<file path="config.mk">
export PLATFORM = sky130hd
export DESIGN_NAME = twos_comp_unit
export DESIGN_NICKNAME = d
export VERILOG_FILES = /design/src/rtl/twos_pkg.sv /design/src/rtl/fulladder.sv /design/src/rtl/twos_chunk.sv /design/src/rtl/twos_comp_unit.sv
export SDC_FILE = /design/constraint.sdc
export NUM_CORES = 1
export LEC_CHECK = 0
export BUFFER_PORTS_ARGS = -buffer_cell sky130_fd_sc_hd__buf_2
export CORE_UTILIZATION = 49
export CTS_CLUSTER_SIZE = 30
export DETAILED_ROUTE_END_ITERATION = 16
export PLACE_DENSITY = 0.83
export SLEW_MARGIN = 0
export SYNTH_ARGS = -nofsm -noshare
export SYNTH_HDL_FRONTEND = slang
export SYNTH_SLANG_ARGS = --single-unit
</file>
<file path="constraint.sdc">
create_clock -name clk -period 1.32 [get_ports clk]
set_input_delay 0.198 -clock clk [delete_from_list [all_inputs] [get_ports clk]]
set_output_delay 0.198 -clock clk [all_outputs]
set_load 0.02 [all_outputs]
</file>
<file path="src/rtl/twos_pkg.sv">
// Shared definitions for the two's-complement unit: mode codes and FSM encoding.
package twos_pkg;

  typedef logic [1:0] mode_t;

  localparam mode_t MODE_PASS = 2'b00;
  localparam mode_t MODE_NEG  = 2'b01;
  localparam mode_t MODE_ABS  = 2'b10;
  localparam mode_t MODE_ONES = 2'b11;

  localparam logic [1:0] ST_IDLE = 2'd0;
  localparam logic [1:0] ST_CALC = 2'd1;
  localparam logic [1:0] ST_DONE = 2'd2;

endpackage

</file>
<file path="src/rtl/fulladder.sv">
// Single-bit full adder used as the ripple cell of the chunk slice.
module fulladder (
  input  logic i_a,
  input  logic i_b,
  input  logic i_cin,
  output logic o_s,
  output logic o_cout
);

  assign o_s    = i_a ^ i_b ^ i_cin;
  assign o_cout = (i_a & i_b) | (i_a & i_cin) | (i_b & i_cin);

endmodule

</file>
<file path="src/rtl/twos_chunk.sv">
// CHUNK-bit invert-and-add slice: y = (inv ? ~a : a) + cin, with carry-out.
module twos_chunk #(
  parameter int CHUNK = 2
) (
  input  logic [CHUNK-1:0] i_a,
  input  logic             i_inv,
  input  logic             i_cin,
  output logic [CHUNK-1:0] o_y,
  output logic             o_cout
);

  logic [CHUNK:0]   w_carry;
  logic [CHUNK-1:0] w_aInv;

  assign w_carry[0] = i_cin;
  assign w_aInv     = i_inv ? ~i_a : i_a;
  assign o_cout     = w_carry[CHUNK];

  // Ripple the carry through one full adder per bit; the second addend is zero.
  for (genvar g = 0; g < CHUNK; g++) begin : gRipple
    fulladder uFa (
      .i_a    (w_aInv[g]),
      .i_b    (1'b0),
      .i_cin  (w_carry[g]),
      .o_s    (o_y[g]),
      .o_cout (w_carry[g+1])
    );
  end

endmodule

</file>
<file path="src/rtl/twos_comp_unit.sv">
// Multi-cycle two's-complement unit: pass / negate / abs / ones' complement,
// processed CHUNK bits per cycle LSB first, with valid/ready on both sides.
module twos_comp_unit
  import twos_pkg::*;
#(
  parameter int WIDTH = 8,
  parameter int CHUNK = 2
) (
  input  logic             clk,
  input  logic             rst_n,
  input  logic             in_valid,
  output logic             in_ready,
  input  logic [WIDTH-1:0] in_data,
  input  logic [1:0]       in_mode,
  output logic             out_valid,
  input  logic             out_ready,
  output logic [WIDTH-1:0] out_data,
  output logic             out_ovf
);

  localparam int NCHUNK = WIDTH / CHUNK;
  localparam int IDXW   = (NCHUNK > 1) ? $clog2(NCHUNK) : 1;
  localparam logic [WIDTH-1:0] MIN_VAL  = {1'b1, {(WIDTH-1){1'b0}}};
  localparam logic [IDXW-1:0]  LAST_IDX = IDXW'(NCHUNK - 1);

  logic [1:0]       r_state;
  logic [IDXW-1:0]  r_idx;
  logic             r_carry;
  logic             r_inv;
  logic             r_ovfPend;
  logic [WIDTH-1:0] r_op;
  logic [WIDTH-1:0] r_res;
  logic [WIDTH-1:0] r_outData;
  logic             r_outOvf;
  logic             r_outValid;

  logic [CHUNK-1:0]       w_y;
  logic                   w_cout;
  logic [WIDTH+CHUNK-1:0] w_resNext;
  logic                   w_inv;
  logic                   w_carry0;
  logic                   w_ovf;

  assign in_ready  = (r_state == ST_IDLE);
  assign out_valid = r_outValid;
  assign out_data  = r_outData;
  assign out_ovf   = r_outOvf;

  // New chunk enters at the top so after NCHUNK shifts the result is aligned.
  assign w_resNext = {w_y, r_res};

  twos_chunk #(.CHUNK(CHUNK)) uChunk (
    .i_a    (r_op[CHUNK-1:0]),
    .i_inv  (r_inv),
    .i_cin  (r_carry),
    .o_y    (w_y),
    .o_cout (w_cout)
  );

  // Decode the accepted mode into invert/carry-in controls and the overflow flag.
  always_comb begin
    w_inv    = 1'b0;
    w_carry0 = 1'b0;
    w_ovf    = 1'b0;
    case (in_mode)
      MODE_NEG: begin
        w_inv    = 1'b1;
        w_carry0 = 1'b1;
        w_ovf    = (in_data == MIN_VAL);
      end
      MODE_ABS: begin
        w_inv    = in_data[WIDTH-1];
        w_carry0 = in_data[WIDTH-1];
        w_ovf    = (in_data == MIN_VAL);
      end
      MODE_ONES: begin
        w_inv    = 1'b1;
      end
      default: begin
        w_inv    = 1'b0;
      end
    endcase
  end

  // Control FSM plus the operand/result shift registers and the chunk carry.
  always_ff @(posedge clk or negedge rst_n) begin
    if (!rst_n) begin
      r_state    <= ST_IDLE;
      r_idx      <= '0;
      r_carry    <= 1'b0;
      r_inv      <= 1'b0;
      r_ovfPend  <= 1'b0;
      r_op       <= '0;
      r_res      <= '0;
      r_outData  <= '0;
      r_outOvf   <= 1'b0;
      r_outValid <= 1'b0;
    end else begin
      case (r_state)
        ST_IDLE: begin
          if (in_valid) begin
            r_op      <= in_data;
            r_inv     <= w_inv;
            r_carry   <= w_carry0;
            r_ovfPend <= w_ovf;
            r_idx     <= '0;
            r_res     <= '0;
            r_state   <= ST_CALC;
          end
        end
        ST_CALC: begin
          r_res   <= w_resNext[WIDTH+CHUNK-1:CHUNK];
          r_op    <= r_op >> CHUNK;
          r_carry <= w_cout;
          if (r_idx == LAST_IDX) begin
            r_outData  <= w_resNext[WIDTH+CHUNK-1:CHUNK];
            r_outOvf   <= r_ovfPend;
            r_outValid <= 1'b1;
            r_state    <= ST_DONE;
          end else begin
            r_idx <= r_idx + IDXW'(1);
          end
        end
        ST_DONE: begin
          if (out_ready) begin
            r_outValid <= 1'b0;
            r_state    <= ST_IDLE;
          end
        end
        default: begin
          r_state <= ST_IDLE;
        end
      endcase
    end
  end

endmodule
</file>
==> flow_metrics.env, run 1 <==
export IMPL_status="finished with violations"
export IMPL_violations="negative setup slack"
export IMPL_yosysSeqAreaShare=0.538
export IMPL_syn_area_per_cell_um2=12.5
export IMPL_num_rows=19
export IMPL_fin_skew_ps=3.05
export IMPL_area_growth_syn_to_layout_pct=26.1
export IMPL_worst_pin_slew_ps=379
export IMPL_wl_per_cell_um=14.6
export IMPL_endpoint_kind="register"
export IMPL_yosysWarnings=0
export IMPL_slew_violations=0
export IMPL_core_area_mm2=0.00278
export IMPL_dieArea_mm2=0.00317
export IMPL_drc=0
export IMPL_viasPerCell=5.49
export IMPL_finalNetCount=178
export IMPL_setup_tns_ps=-231
export IMPL_grt_pass1_wl_um=4720
export IMPL_yosys_area_share_adder=0.0607
export IMPL_clkTransAtPathRegs_ps=90
export IMPL_leakagePower_nw=0.922
export IMPL_cts_buffers=5
export IMPL_synth_compound_area_frac=0.170
export IMPL_finalCriticalPeriod_ps=1380
export IMPL_yosysTopAreaCell="dfrtp_1"
export IMPL_start_util=0.519
export IMPL_whs_path_depth=2
export IMPL_h_tree_depth=2
export IMPL_synthSimpleGateAreaFrac=0.0772
export IMPL_cts_path_max_buffers=2
export IMPL_rr_worst_depth=4
export IMPL_track_usage=0.202
export IMPL_hold_viol=0
export IMPL_multi_input_area_um2=662
export IMPL_drv_cap=0
export IMPL_wirelength_um=2750
export IMPL_r2r_end="out_data[7]"
export IMPL_path_max_fanout=3
export IMPL_worstPathArrival_ps=1600
export IMPL_vias=1033
export IMPL_rsz0062_at_grt="true"
export IMPL_relSlewSlack=0.748
export IMPL_antenna_found_initial=0
export IMPL_grt_max_degree=32
export IMPL_layout_setup_ws_ps=-63.3
export IMPL_irDropWorstVdd_mv=1.39
export IMPL_place_detailed_hpwl_um=1940
export IMPL_clock_sinks=31
export IMPL_power_density_mw_per_mm2=2240
export IMPL_post_route_period_util=1.05
export IMPL_synthCells=115
export IMPL_worst_setup_path_type="register to register"
export IMPL_dp_cells=175
export IMPL_required_ps=1530
export IMPL_dpl_worst_slack_ps=-74.7
export IMPL_finalNonFillerCells=188
export IMPL_ant_nets=0
export IMPL_gp_congestion=0.806
export IMPL_critPathLaunchType="register"
export IMPL_dr_pass1_iters=4
export IMPL_yosys_top_cells_area="dfrtp_1, mux2_4, ha_1"
export IMPL_antennaDiodeCount=0
export IMPL_min_delay_worst_endpoint="r_state[1]"
export IMPL_grt_overflow_total=0
export IMPL_synth_top_family_by_area="compound AO/OA/AOI/OAI gates"
export IMPL_synthMuxAreaShare=0.101
export IMPL_ioPinCount=25
export IMPL_netlist_area_mm2=0.00144
export IMPL_synth_xor_area_frac=0.0121
export IMPL_hp_class="input port to register"
export IMPL_drive_gt1_frac=0.427
export IMPL_synth_cell_types=27
export IMPL_die_w_um=56.3
export IMPL_synth_seq_cells=31
export IMPL_worstHoldStart="out_ready"
export IMPL_clockRootBuffer="clkbuf_4"
export IMPL_fmax_mhz=723
export IMPL_synth_top_area_frac=0.538
export IMPL_io_buffers=24
export IMPL_grt_pass1_vias=1020
export IMPL_chipHeight_um=56.3
export IMPL_drt_iter0_markers=24
export IMPL_r2r_start="r_inv"
export IMPL_fill_cells=220
export IMPL_regArea_um2=776
export IMPL_tritoncts="yes"
export IMPL_setup_violations=9
export IMPL_clk_latency_ps=320
export IMPL_syn_num_nets=136
export IMPL_r2r_slack_ps=-60
[kinds of logic after synthesis]
family / Yosys count
muxes: 10
and+or+nand+nor: 20
DFF: 31
AOI/OAI and AO/OA: 34
xor gates and xnor gates: 2
adders and majority gates: 7
buffers and inverters: 11
[metal layers]
layer	share of wire	vias to the layer above	track usage
met5	0	-	0
li1	-	500	-
met3	0.045	5	0.0622
met4	0.017	0	0.0836
met2	0.52	33	0.344
met1	0.42	495	0.236
[cell usage after synthesis (all sizes together)]
| cell type | instances |
|---|---|
| a21o | 1 |
| a21oi | 2 |
| a22o | 9 |
| a22oi | 7 |
| a32o | 2 |
| and2b | 1 |
| buf | 4 |
| clkbuf | 2 |
| dfrtp | 31 |
| ha | 7 |
| inv | 5 |
| mux2 | 10 |
| nand2 | 10 |
| nand4 | 1 |
| nor2 | 4 |
| nor2b | 1 |
| nor3 | 1 |
| nor4 | 1 |
| o21ai | 10 |
| o21bai | 1 |
| o31ai | 2 |
| or3b | 1 |
| xor2 | 2 |
[area by class of cell]
| class | instances | area share |
|---|---|---|
| flip-flops and latches | 31 | 0.426 |
| multi-input cells | 73 | 0.364 |
| repair buffers | 41 | 0.147 |
| clock buffers | 6 | 0.0282 |
| well taps | 31 | 0.0213 |
| inverters | 5 | 0.0103 |
| clock inverters | 1 | 0.00275 |
[critical path: stages (launching register included)]
cell     delay [ps]
dfrtp_1         430
xor2_1          160
ha_2            200
ha_4            240
mux2_4          260
[worst max-delay path by stage]
stage          slack, ps   from          end  cells past startpoint
6_report             -60  r_inv  out_data[7]                      4
5_1_grt             -130  r_inv  out_data[7]                      4
4_1_cts              -70  r_inv  out_data[7]                      4
3_5_place_dp         -70  r_inv  out_data[7]                      4
3_3_place_gp         -10  r_inv  out_data[7]                      4
2_1_floorplan         -2  r_inv  out_data[7]                      4
[placed cells by master (no fill, tap or decap), drive strengths merged, types with 2 or more instances in the layout]
cell type and n:
buf 40, nor2 4, clkbuf 6, a22o 9
o21ai 10, ha 7, nand2 10, a22oi 7
xor2 2, a21oi 2, dfrtp 31, o31ai 2
a32o 2, mux2 10, inv 5
[registers in the layout, indices dropped and copies added (netlist names)]
signal,count
out_data,8
out_ovf,1
out_valid,1
r_carry,1
r_idx,2
r_inv,1
r_op,8
r_ovfPend,1
r_res,6
r_state,2
[through the flow]
step / utilization / hold WS (ps) / cell area [µm²] / power [mW]
final: 0.654 / 55.2 / 1820 / 4.08
after global routing: 0.654 / 38.8 / 1820 / 4.37
after CTS: 0.638 / 46.8 / 1780 / 3.99
after detailed placement: 0.596 / 235 / 1660 / 3.30
after global placement: 0.596 / 225 / 1660 / 3.19
after floorplan: - / -97.6 / 1460 / 2.78
[what timing repair did]
action	CTS	global route
hold endpoints to repair	31	0
resized for setup	6	9
setup buffers	4	1
pin swaps	0	1
hold buffers	1	0
setup endpoints to repair	13	18
[power by group]
group	switching, mW	internal, mW
combinational	0.955	1.05
clock	0.300	0.246
sequential	0.226	1.30
Power figures use the tool's default switching activity.
==> inputs of run 2 (changes only) <==
--- a/config.mk
+++ b/config.mk
@@ -10,6 +10,7 @@
 export CTS_CLUSTER_SIZE = 30
 export DETAILED_ROUTE_END_ITERATION = 16
 export PLACE_DENSITY = 0.83
+export RECOVER_POWER = 100
 export SLEW_MARGIN = 0
 export SYNTH_ARGS = -nofsm -noshare
 export SYNTH_HDL_FRONTEND = slang
==> run 2 against run 1 <==
  * The run still ends with negative setup slack left
  * Clock skew about the same
  * Non-clock buffer count unchanged
  * Worst setup slack improved by 1.3 ps
  * Fmax is essentially flat
  * Clock power barely moved
  * Final cell count did not move
  * Utilization shrank 1.0 points
  * Power decreased by 1.8%
  * Final area shrank 1.6%
  * Flip-flop and latch count is the same
  * Via count is 0.48% higher
  * Critical path depth did not move
  * Critical path type unchanged
  * Critical endpoint unchanged
==> flow_metrics.env, run 2 (synthesis results as in run 1) <==
export IMPL_ant_nets=0
export IMPL_dr_wl_met2_um=1440
export IMPL_whs_path_depth=2
export IMPL_worstPathArrival_ps=1590
export IMPL_dr_pass1_iters=5
export IMPL_drv_cap=0
export IMPL_gp_congestion=0.806
export IMPL_clkTransAtPathRegs_ps=90
export IMPL_min_delay_worst_endpoint="r_state[1]"
export IMPL_antenna_found_initial=0
export IMPL_critPathLaunchType="register"
export IMPL_cts_path_max_buffers=2
export IMPL_grt_overflow_total=0
export IMPL_met3_length_um=139
export IMPL_viasPerCell=5.52
export IMPL_setup_violations=10
export IMPL_fin_skew_ps=3.10
export IMPL_hold_slack_ps=59.5
export IMPL_area_growth_syn_to_layout_pct=24.1
export IMPL_io_buffers=24
export IMPL_required_ps=1530
export IMPL_cts_buffers=5
export IMPL_post_route_period_util=1.05
export IMPL_drive_gt1_frac=0.363
export IMPL_ioPinCount=25
export IMPL_wl_per_cell_um=14.8
export IMPL_grt_pass1_vias=1020
export IMPL_worstHoldStart="out_ready"
export IMPL_mostFrequentLayoutCells="dfrtp_1, buf_2, clkbuf_1"
export IMPL_postLayoutCoreUtil=0.644
export IMPL_r2r_end="out_data[7]"
export IMPL_die_w_um=56.3
export IMPL_dp_cells=175
export IMPL_power_density_mw_per_mm2=2240
export IMPL_h_tree_depth=2
export IMPL_tritoncts="yes"
export IMPL_core_area_mm2=0.00278
export IMPL_status="finished with violations"
export IMPL_wirelength_um=2780
export IMPL_worst_setup_path_type="register to register"
export IMPL_dieArea_mm2=0.00317
export IMPL_rsz0062_at_grt="true"
export IMPL_clk_latency_ps=320
export IMPL_finalNonFillerCells=188
export IMPL_chipHeight_um=56.3
export IMPL_track_usage=0.202
export IMPL_worst_pin_slew_ps=751
export IMPL_fmax_mhz=724
export IMPL_irDropWorstVdd_mv=1.45
export IMPL_antennaDiodeCount=0
export IMPL_drt_iter0_markers=26
export IMPL_rr_worst_depth=4
export IMPL_finalNetCount=178
export IMPL_path_max_fanout=3
export IMPL_clockRootBuffer="clkbuf_4"
export IMPL_final_common_cell="dfrtp_1"
export IMPL_met1Wirelength_um=1160
export IMPL_vias=1038
export IMPL_start_util=0.519
export IMPL_hp_class="input port to register"
export IMPL_top_layer_used="met4"
export IMPL_setup_tns_ps=-210
export IMPL_endpoint_kind="register"
export IMPL_place_detailed_hpwl_um=1940
export IMPL_r2r_start="r_inv"
export IMPL_grt_max_degree=32
export IMPL_grt_pass1_wl_um=4720
export IMPL_num_rows=19
export IMPL_clock_sinks=31
export IMPL_finalCriticalPeriod_ps=1380
export IMPL_drc=0
export IMPL_r2r_slack_ps=-60
export IMPL_layout_setup_ws_ps=-62.0
export IMPL_slew_violations=0
export IMPL_leakagePower_nw=0.883
export IMPL_relSlewSlack=0.500
export IMPL_hold_viol=0
export IMPL_violations="negative setup slack"
## run 2: worst max path at each step
stage / cells after the start / to / from / slack [ps]
2_1_floorplan: 4 / out_data[7] / r_inv / -2
3_3_place_gp: 4 / out_data[7] / r_inv / -10
3_5_place_dp: 4 / out_data[7] / r_inv / -70
4_1_cts: 4 / out_data[7] / r_inv / -70
5_1_grt: 4 / out_data[7] / r_inv / -130
6_report: 4 / out_data[7] / r_inv / -60
## run 2: worst max-delay path, cell delays in order (launching register included)
cell     delay, ps
dfrtp_1        430
xor2_1         160
ha_2           190
ha_4           240
mux2_4         260
## run 2: metrics by stage
step	setup WS, ps	total power, mW	cell area, µm²
after global routing	-126	4.29	1790
after floorplan	-2.08	2.78	1460
after global placement	-10.7	3.19	1660
after detailed placement	-74.7	3.30	1660
final	-62.0	4.01	1790
after CTS	-66.3	3.99	1780
## run 2: where the power goes
group          internal, mW  switching, mW  total [mW]  leakage, nW
combinational         0.977          0.958        1.93        0.449
clock                 0.246          0.299       0.545       0.0341
sequential             1.30          0.226        1.53        0.400
## run 2: cell type report
cell class | count | area (µm²)
clock buffers | 6 | 51.3
well taps | 31 | 38.8
flip-flops and latches | 31 | 776
inverters | 5 | 18.8
clock inverters | 1 | 5.00
repair buffers | 41 | 239
fillers | 230 | 991
multi-input cells | 73 | 662
## run 2: timing repair
item,4_1_cts,5_1_grt
hold buffers,1,0
gates resized for setup,6,9
buffers inserted,4,1
hold endpoints to repair,31,0
pin swaps,0,1
setup endpoints to repair,13,18
## run 2: routing by layer
layer | vias to the layer above | global-route usage
li1 | 497 | -
met3 | 4 | 0.0622
met5 | - | 0
met2 | 36 | 0.344
met4 | 0 | 0.0836
met1 | 501 | 0.236
==> inputs of run 3 (changes only) <==
--- a/config.mk
+++ b/config.mk
@@ -9,6 +9,7 @@
 export CORE_UTILIZATION = 49
 export CTS_CLUSTER_SIZE = 30
 export DETAILED_ROUTE_END_ITERATION = 16
+export GPL_TIMING_DRIVEN = 0
 export PLACE_DENSITY = 0.83
 export RECOVER_POWER = 100
 export SLEW_MARGIN = 0
==> run 3 against run 2 <==
  * The flow still finishes with violations (negative setup slack)
  * Register-to-register slack is essentially flat
  * Power rose by 2.5%
  * Count of clock-buffer cells in the layout rose by 2
  * Routed wire length grew 4.4%
  * Final cell count down 1.1%
  * Utilization is 0.58 points higher
  * Critical path type unchanged
  * Non-clock buffer count decreased by 4
  * Combinational power barely moved
  * Worst setup slack improved by 4.6 ps
  * Clock power grew 13%
  * Flip-flop and latch count is the same
  * Global-route usage fell by 0.74 points
==> flow_metrics.env, run 3 (synthesis results as in run 1) <==
export IMPL_die_w_um=56.3
export IMPL_clk_latency_ps=330
export IMPL_tritoncts="yes"
export IMPL_viasPerCell=5.60
export IMPL_finalPower_mw=4.11
export IMPL_cts_buffers=5
export IMPL_wl_per_cell_um=15.6
export IMPL_clock_sinks=31
export IMPL_wirelength_um=2900
export IMPL_final_common_cell="dfrtp_1"
export IMPL_power_switching_mw=1.50
export IMPL_num_rows=19
export IMPL_chipHeight_um=56.3
export IMPL_p_seq_frac=0.373
export IMPL_dr_pass1_iters=4
export IMPL_core_area_mm2=0.00278
export IMPL_setup_tns_ps=-484
export IMPL_endpoint_kind="register"
export IMPL_switching_share=0.366
export IMPL_drive_gt1_frac=0.368
export IMPL_violations="negative setup slack"
export IMPL_clockRootBuffer="clkbuf_4"
export IMPL_antennaDiodeCount=0
export IMPL_leakagePower_nw=0.881
export IMPL_required_ps=1540
export IMPL_drc=0
export IMPL_track_usage=0.194
export IMPL_fin_skew_ps=8.51
export IMPL_clkTransAtPathRegs_ps=90
export IMPL_dp_cells=170
export IMPL_relSlewSlack=0.487
export IMPL_cp_slowest_stage_delay_ps=380
export IMPL_finalNetCount=175
export IMPL_path_buf_inv=2
export IMPL_irDropWorstVdd_mv=1.73
export IMPL_finalNonFillerCells=186
export IMPL_worst_setup_path_type="register to register"
export IMPL_status="finished with violations"
export IMPL_place_detailed_hpwl_um=1890
export IMPL_ant_nets=0
export IMPL_crit_slowest_cell="dfrtp_1"
export IMPL_hold_viol=0
export IMPL_rsz0062_at_grt="true"
export IMPL_area_growth_syn_to_layout_pct=25.2
export IMPL_drt_iter0_markers=39
export IMPL_finalCriticalPeriod_ps=1380
export IMPL_layout_setup_ws_ps=-57.4
export IMPL_cts_path_max_buffers=2
export IMPL_hp_class="input port to register"
export IMPL_h_tree_depth=2
export IMPL_post_route_period_util=1.04
export IMPL_grt_pass1_vias=1005
export IMPL_start_util=0.519
export IMPL_mostFrequentLayoutCells="dfrtp_1, buf_2, clkbuf_1"
export IMPL_io_buffers=24
export IMPL_antenna_found_initial=0
export IMPL_setup_violations=11
export IMPL_gp_congestion=0.794
export IMPL_fmax_mhz=726
export IMPL_cpLargestDelayFamily="flip-flops"
export IMPL_vias=1041
export IMPL_slew_violations=0
export IMPL_path_max_fanout=10
export IMPL_drv_cap=0
export IMPL_worst_pin_slew_ps=770
export IMPL_power_density_mw_per_mm2=2270
export IMPL_worstPathArrival_ps=1600
export IMPL_ioPinCount=25
export IMPL_grt_pass1_wl_um=4600
export IMPL_dieArea_mm2=0.00317
export IMPL_cp_cell_sequence="buf_6 > and2b_4 > buf_8 > nand2_8 > mux2_4"
export IMPL_clkPwrFrac=0.150
export IMPL_internal_power_mw=2.60
export IMPL_grt_max_degree=32
export IMPL_comb_power_share=0.478
export IMPL_critPathLaunchType="register"
export IMPL_grt_overflow_total=0
==> run 3: worst paths after layout <==
kind / depth (start not counted) / slack (ps) / to / from
min in group asynchronous: 2 / 470 / r_res[7] / rst_n
max in group asynchronous: 2 / 310 / r_state[1] / rst_n
max reg2reg: 5 / -60 / out_data[1] / r_state[0]
min: 2 / 50 / r_state[1] / out_ready
min reg2reg: 2 / 490 / r_op[2] / r_op[2]
max: 5 / -60 / out_data[1] / r_state[0]
==> run 3: what timing repair did <==
action / in CTS / in global routing
endpoints found under the setup margin: 23 / 21
hold buffers: 1 / 0
buffers inserted: 1 / 4
resized for setup: 13 / 8
pin swaps: 1 / 5
gates cloned: 0 / 2
endpoints found under the hold margin: 31 / 0
==> run 3: per-layer routing <==
layer	global-route usage	vias up	share of wire
li1	-	505	-
met1	0.248	480	0.44
met2	0.287	47	0.49
met3	0.0760	9	0.061
met4	0.0976	0	0.014
met5	0	-	0
==> run 3: layout make-up <==
class,instances,area (µm²)
Timing Repair Buffer,31,166
Multi-Input combinational cell,74,674
Buffer,6,62.6
Fill cell,226,975
Tap cell,31,38.8
Sequential cell,31,777
Inverter,5,18.8
Clock buffer,8,68.8
==> run 3: power groups by stage <==
stage / clock network (mW) / logic (mW) / registers (mW)
3_3_place_gp: 0 / 1.60 / 1.51
6_report: 0.615 / 1.96 / 1.53
2_1_floorplan: 0 / 1.16 / 1.62
5_1_grt: 0.679 / 2.14 / 1.57
3_5_place_dp: 0 / 1.67 / 1.54
4_1_cts: 0.632 / 1.80 / 1.52
==> run 3: through the flow <==
step	hold slack, ps	cell area [µm²]	util	worst slack (ps)
floorplan	-97.6	1460	-	-2.08
global placement	257	1620	0.581	-29.1
detailed placement	269	1620	0.581	-93.1
CTS	37.3	1740	0.627	-61.8
global route	39.1	1810	0.650	-107
finish	54.8	1810	0.650	-57.4
